$ cat src/rtl/vec_pair_packer.sv
// vec_pair_packer: gathers a serial element stream into two packed vectors
// (A, then B) and hands the pair to the dot-product unit over valid/ready.
// A short vector is ended early with elem_last. Lanes it does not reach stay
// zero, because the vector registers are cleared on reset and after every
// handoff, so those lanes add nothing to the product.
module vec_pair_packer #(
   parameter int NUM_ELEMS = 4,
   parameter int ELEM_W    = 32,
   localparam int VEC_W    = NUM_ELEMS * ELEM_W,
   localparam int CNT_W    = $clog2(NUM_ELEMS + 1)
) (
   input  logic              clk,
   input  logic              rst,
   input  logic              elem_valid,
   input  logic [ELEM_W-1:0] elem_data,
   input  logic              elem_last,
   output logic              elem_ready,
   output logic [VEC_W-1:0]  vec_a,
   output logic [VEC_W-1:0]  vec_b,
   output logic [CNT_W-1:0]  len_a,
   output logic [CNT_W-1:0]  len_b,
   output logic              vec_valid,
   input  logic              vec_ready
);

   localparam int IDX_W = (NUM_ELEMS > 1) ? $clog2(NUM_ELEMS) : 1;

   typedef enum logic [1:0] {
      FILL_A = 2'd0,
      FILL_B = 2'd1,
      HOLD   = 2'd2
   } state_t;

   state_t             state;
   logic [IDX_W-1:0]   idx;
   logic               accept;
   logic               handoff;
   logic               lane_last;
   logic [CNT_W-1:0]   len_next;

   // Writes one element into the selected lane and leaves the other lanes untouched.
   function automatic logic [VEC_W-1:0] put_lane(input logic [VEC_W-1:0]  vec,
                                                 input logic [IDX_W-1:0]  lane,
                                                 input logic [ELEM_W-1:0] data);
      logic [VEC_W-1:0] res;
      res = vec;
      for (int i = 0; i < NUM_ELEMS; i++) begin
         if (lane == IDX_W'(i)) begin
            res[i*ELEM_W +: ELEM_W] = data;
         end
      end
      return res;
   endfunction

   // Elements are taken only while filling. Reset blocks every handshake.
   assign elem_ready = !rst && (state != HOLD);
   assign accept     = elem_valid && elem_ready;
   assign handoff    = vec_valid && vec_ready && !rst;
   // The last lane ends a vector whether or not elem_last is set.
   assign lane_last  = elem_last || (idx == IDX_W'(NUM_ELEMS - 1));
   assign len_next   = CNT_W'(idx) + CNT_W'(1);

   // Fill/hold sequencer with registered vectors, lengths and vec_valid.
   always_ff @(posedge clk) begin
      if (rst) begin
         state     <= FILL_A;
         idx       <= '0;
         vec_a     <= '0;
         vec_b     <= '0;
         len_a     <= '0;
         len_b     <= '0;
         vec_valid <= 1'b0;
      end else begin
         case (state)
            FILL_A: begin
               if (accept) begin
                  vec_a <= put_lane(vec_a, idx, elem_data);
                  if (lane_last) begin
                     len_a <= len_next;
                     idx   <= '0;
                     state <= FILL_B;
                  end else begin
                     idx <= idx + IDX_W'(1);
                  end
               end
            end
            FILL_B: begin
               if (accept) begin
                  vec_b <= put_lane(vec_b, idx, elem_data);
                  if (lane_last) begin
                     len_b     <= len_next;
                     idx       <= '0;
                     state     <= HOLD;
                     vec_valid <= 1'b1;
                  end else begin
                     idx <= idx + IDX_W'(1);
                  end
               end
            end
            HOLD: begin
               if (handoff) begin
                  vec_a     <= '0;
                  vec_b     <= '0;
                  len_a     <= '0;
                  len_b     <= '0;
                  idx       <= '0;
                  vec_valid <= 1'b0;
                  state     <= FILL_A;
               end
            end
            default: begin
               state     <= FILL_A;
               idx       <= '0;
               vec_valid <= 1'b0;
            end
         endcase
      end
   end

endmodule

$ cat config.mk
export PLATFORM = sky130hd
export DESIGN_NAME = vec_pair_packer
export DESIGN_NICKNAME = d
export VERILOG_FILES = /design/src/rtl/vec_pair_packer.sv
export SDC_FILE = /design/constraint.sdc
export NUM_CORES = 1
export LEC_CHECK = 0
export BUFFER_PORTS_ARGS = -buffer_cell sky130_fd_sc_hd__buf_2
export CORE_MARGIN = 2
export CORE_UTILIZATION = 46
export DETAILED_ROUTE_END_ITERATION = 16
export PLACE_DENSITY = 0.75
export SLEW_MARGIN = 20
export SYNTH_ARGS = -nofsm -noshare
export SYNTH_HDL_FRONTEND = slang
export SYNTH_SLANG_ARGS = --single-unit
$ cat constraint.sdc
create_clock -name clk -period 1.7 [get_ports clk]
set_clock_uncertainty 0.05 [all_clocks]
set_input_delay 0.255 -clock clk [delete_from_list [all_inputs] [get_ports clk]]
set_output_delay 0.255 -clock clk [all_outputs]
set_load 0.01 [all_outputs]
Word-level counts from Yosys, hierarchy flattened
Index checks and enable logic that the tools add are counted.
{"block": "op_classes", "addsub": 2, "n_eq_ne": 20, "n_mux": 26, "n_bitwise": 1, "reduce_logical": 24}
{"operator": "case mux 128 bit (2 select lines)", "count": 2}
{"operator": "2-to-1 mux 128 bit", "count": 2}
{"operator": "2-to-1 mux 32 bit", "count": 4}
{"operator": "AND reduction 4 bit", "count": 11}
{"operator": "inequality test 2 bit, second input constant", "count": 14}
{"operator": "2-to-1 mux 2 bit", "count": 7}
{"operator": "case mux 3 bit (2 select lines)", "count": 2}
{"operator": "2-to-1 mux 3 bit", "count": 3}
{"operator": "== test 2 bit, second input constant", "count": 3}
{"operator": "case mux 2 bit (3 select lines)", "count": 1}
{"operator": "AND reduction 5 bit", "count": 1}
{"operator": "== test 2 x 1 -> 1 bit, second input constant", "count": 2}
{"operator": "logical AND 1 bit", "count": 4}
{"operator": "zero test 2 bit", "count": 2}
{"operator": "case mux 2 bit (2 select lines)", "count": 1}
{"operator": "nonzero test 2 bit", "count": 2}
{"operator": "adder 2 x 1 -> 3 bit, second input constant", "count": 1}
{"operator": "2-to-1 mux 1 bit", "count": 3}
{"operator": "case mux 1 bit (3 select lines)", "count": 1}
{"operator": "adder 2 x 1 -> 2 bit, second input constant", "count": 1}
{"operator": "inequality test 2 x 1 -> 1 bit, second input constant", "count": 1}
{"operator": "AND reduction 2 bit", "count": 1}
{"operator": "OR reduction 2 bit", "count": 1}
{"operator": "zero test 1 bit", "count": 1}
{"operator": "other kinds (2)", "count": 2}
{"block": "word_totals", "reg_bits": 267, "out_inout_bits": 264, "elab_cells": 86}

Depth between registers and ports, before layout
{"block": "logic_depth", "word_depth": 5, "mapped_depth": 8}

Worst setup path after synthesis
Ideal clock, no wire load.
{"block": "synth_path", "path_kind": "flip-flop to flip-flop", "startpoint": "register idx[0]", "endpoint": "register len_a[0]", "setup_time_ps": 123, "arrival_time_ps": 1525, "path_slack_ps": 2, "stages_incl_launch_ff": 6, "synth_period_minus_slack_ps": 1698, "path_cell_list": "dfxtp_1 -> ha_1 -> buf_2 -> nor3_1 -> a2111o_1 -> mux2_1"}
{"block": "synth_via", "elab_chain_len": 4, "elab_cells_between_ends": 8, "classes_between": "1 x add/sub; 2 x eq/ne; 3 x mux; 2 x reduce/logical"}
{"item": "start, declared", "line": "35", "source": "logic [IDX_W-1:0] idx;"}
{"item": "start signal, assigned", "line": "83", "source": "idx <= idx + IDX_W'(1);"}
{"item": "start signal, assigned", "line": "96", "source": "idx <= idx + IDX_W'(1);"}
{"item": "adder 2 x 1 -> 3 bit or == test 2 bit (tied branches)", "line": "61, 60"}
{"item": "2-to-1 mux 3 bit or logical OR 1 bit (tied branches)", "line": "78, 60"}
{"item": "2-to-1 mux 3 bit or inequality test 2 bit (tied branches)"}
{"item": "case mux 3 bit (2 select lines) or AND reduction 4 bit (tied branches)"}
{"item": "end signal, assigned", "line": "79", "source": "len_a <= len_next;"}
{"item": "end, declared", "line": "20", "source": "output logic [CNT_W-1:0] len_a,"}
Several ways; a longest one is shown, not always the timed one. The select of a mux whose other input is x is not followed.
A chain may end at the register's enable or synchronous reset.

Worst setup path in the final report
{"block": "layout_path", "startpoint": "register state[1]", "endpoint": "output elem_ready"}
{"block": "layout_via", "elab_chain_len": 2}
{"item": "start, declared", "line": "34", "source": "state_t state;"}
{"item": "start signal, assigned", "line": "66", "source": "state <= FILL_A;"}
{"item": "start signal, assigned", "line": "81", "source": "state <= FILL_B;"}
{"item": "start signal, assigned", "line": "93", "source": "state <= HOLD;"}
{"item": "inequality test 2 bit", "line": "56", "source": "assign elem_ready = !rst && (state != HOLD);"}
{"item": "logical AND 1 bit", "line": "56"}
{"item": "end, declared", "line": "17", "source": "output logic elem_ready,"}
Every way passes these cells.

==> impl_metrics.json <==
{
  "post_drt_wl_per_cell_um": 20.59,
  "startpoint": "state[1]",
  "place_congestion": 0.8409,
  "status": "finished, final reports clean",
  "crit_fanout": 6,
  "first_iter_violations": 546,
  "dieHeight_um": 151.8,
  "syn_area_mm2": 0.01005,
  "crit_slowest_cell": "dfxtp_4",
  "grt_pass1_vias": 8611,
  "ys.flop_type": "dfxtp_1",
  "static-leakage-power_nw": 5.983,
  "hp-class": "input port to register",
  "post-route-min-period_ns": 1.694,
  "path_buf_inv": 2,
  "synth-edff-count": 0,
  "yosysSeqAreaShare_pct": 53.19,
  "ys_types": 45,
  "post-synth-top-area-cell": "dfxtp_1",
  "ys_warn_count": 0,
  "dp_hpwl_um": 21280,
  "fp-row-count": 54,
  "r2r-end": "vec_a[85]",
  "finalCritPeriodShare_pct": 99.65,
  "coreArea_mm2": 0.02162,
  "final_area_mm2": 0.01312,
  "root_buffer": "clkbuf_16",
  "die_x_um": 151.8,
  "cts_tree": "done",
  "r2r-start": "idx[0]",
  "nets": 1283,
  "clk_pin_slew_ns": 0.06,
  "fin_util_pct": 60.69,
  "dpl_cell_area_mm2": 0.01194,
  "overflow": 0,
  "cp.arrival_ns": 1.39,
  "dieArea_mm2": 0.02304,
  "initial_core_util_pct": 46.48,
  "power_density_mw_per_mm2": 1062,
  "grt_max_degree": 93,
  "antenna_found_initial": 0,
  "yosysTopAreaCellShare_pct": 53.19,
  "final_layout_size_suffix_gt1_share_pct": 34.02,
  "port_buffers": 300,
  "syn_nets": 1001,
  "num_io_pins": 301,
  "synth_commonest_cells": "dfxtp_1, nand2_1, a32o_1, inv_1, mux2i_1",
  "cts_buffers": 28,
  "cp-endpoint": "elem_ready",
  "clockBufferDepth": 3,
  "relSlewSlack_pct": 70.62,
  "slew_viol_final": 0,
  "reg2reg_slack_ns": 0.006,
  "hold_viol_final": 0,
  "worstMarginPinSlew_ns": 0.4407,
  "vias": 9001,
  "postRouteAntennaNets": 0,
  "htree_num_levels": 1,
  "cpPeakStageDelay_ns": 0.39,
  "end_kind": "primary output",
  "cp_num_cells": 4,
  "rsz0062_at_grt": "true",
  "via_per_inst": 5.826,
  "cp_cell_sequence": "buf_6 -> nor2b_4 -> nor2_2 -> buf_2",
  "max-vdd-ir-drop_v": 0.0008940,
  "reg2regPathDepth": 7,
  "synthTopCellsByArea": "dfxtp_1, a32o_1, mux2i_1",
  "finalWorstSetupSlack_ns": 0.005953,
  "required_ns": 1.39,
  "synthCells": 960,
  "critPathKind": "register to primary output",
  "cp_top_family": "flip-flops",
  "clock_latency_ns": 0.52,
  "fill_cells": 1821,
  "synth_seq_cells": 267,
  "holdPathStages": 3,
  "drt_first_pass_iters": 5,
  "worstSetupStartpointType": "register",
  "setup_viol": 0,
  "fmax_mhz": 590.3,
  "yosysMostFrequentCell": "dfxtp_1",
  "dp_slack_ns": 0.004629,
  "async_flop_share_pct": 0,
  "routed_wl_um": 31810,
  "maxCapViolCount": 0,
  "area_growth_pct": 30.58,
  "drc_errors": 0,
  "avgSynthCellArea_um2": 10.47,
  "grtUsageTotal_pct": 25.77,
  "clock-sinks": 267,
  "grt_pass1_wl_um": 48890
}
-- layout make-up --
type                            count  area [µm²]  share of cell area (%)
Clock buffer                       38       809.5                   6.170
Tap cell                          280       350.3                   2.670
Sequential cell                   267        5351                   40.78
Antenna cell                        1       2.502                 0.01907
Timing Repair Buffer              354        2246                   17.12
Multi-Input combinational cell    518        3900                   29.72
Inverter                           73       279.0                   2.126
Clock inverter                     14       182.7                   1.392
-- placed cells by master, fill, tap and decap left out, drive strengths merged, types with 4 or more instances in the layout --
cell type  instances
bufinv             4
a21oi             34
a32o              96
dfxtp            267
nor2               8
o211ai            32
ha                 4
clkinv             8
buf              350
mux2i             67
inv               73
nor2b              5
clkbuf            40
nand2            101
nand3             66
o32ai             64
-- metrics by stage --
| step | total power (W) | setup TNS (ns) | cells | hold slack [ns] |
|---|---|---|---|---|
| 2_1_floorplan | 0.007119 | 0 | 960 | 0.3308 |
| 3_3_place_gp | 0.007586 | 0 | 1484 | 0.3930 |
| 3_5_place_dp | 0.007604 | 0 | 1484 | 0.3978 |
| 4_1_cts | 0.01402 | -0.008167 | 1539 | 0.003305 |
| 5_1_grt | 0.01439 | -1.002 | 1544 | 0.01276 |
| 6_report | 0.01394 | 0 | 1545 | 0.02321 |
-- registers in the layout, indices dropped and copies added, names as in the netlist --
signal	cells
vec_a	128
vec_b	128
len_a	3
len_b	3
idx	2
state	2
vec_valid	1
-- layer usage --
metal	wire (µm)	vias to the layer above	GRT usage [%]
met5	0	-	0
met2	15650	463	44.53
met3	2501	71	5.476
li1	-	4122	-
met4	977	0	8.233
met1	12680	4345	32.20
-- cell families (layout without fill, tap and decap cells) --
group                    count (synthesis)  in the layout  share of synthesized area (%)
AO/OA/AOI/OAI                          242            242                          21.07
XOR/XNOR                                 1              1                        0.08718
adder cells (fa/ha/maj)                  4              4                         0.4981
buffers and inverters                  175            479                          8.716
flip-flops                             267            267                          53.19
multiplexers                            69             69                          6.898
other                                    0              1                              0
AND/OR/NAND/NOR                        202            202                          9.538
-- worst min-delay path, cell delays in order --
cell and delay [ns]:
buf_2 0.16, nand3_1 0.08, a21oi_1 0.05
-- what timing repair did --
| action | 4_1_cts | 5_1_grt |
|---|---|---|
| buffers inserted | 2 | 1 |
| cloned | 1 | 3 |
| hold buffers | 0 | 1 |
| pin swaps | 1 | 2 |
| setup endpoints to repair | 16 | 77 |
| gates resized for setup | 7 | 10 |
| hold endpoints to repair | 0 | 1 |
-- where the power goes --
part	switching [W]	leakage, nW	internal [W]
logic	0.000678	3.34	0.000392
registers	0.0000646	2.16	0.00637
clock network	0.00249	0.487	0.00394
-- how the worst min path moves through the flow --
stage                     slack, ns           from          to
final                          0.02  elem_data[14]   vec_b[14]
after floorplan                0.33   elem_data[4]  vec_b[100]
after global placement         0.39      vec_a[26]   vec_a[26]
after global routing           0.01   elem_data[5]    vec_b[5]
after detailed placement       0.40      vec_a[19]   vec_a[19]
after CTS                     0.003   elem_data[3]    vec_b[3]
Note: power is estimated with default switching activity, not from simulation.
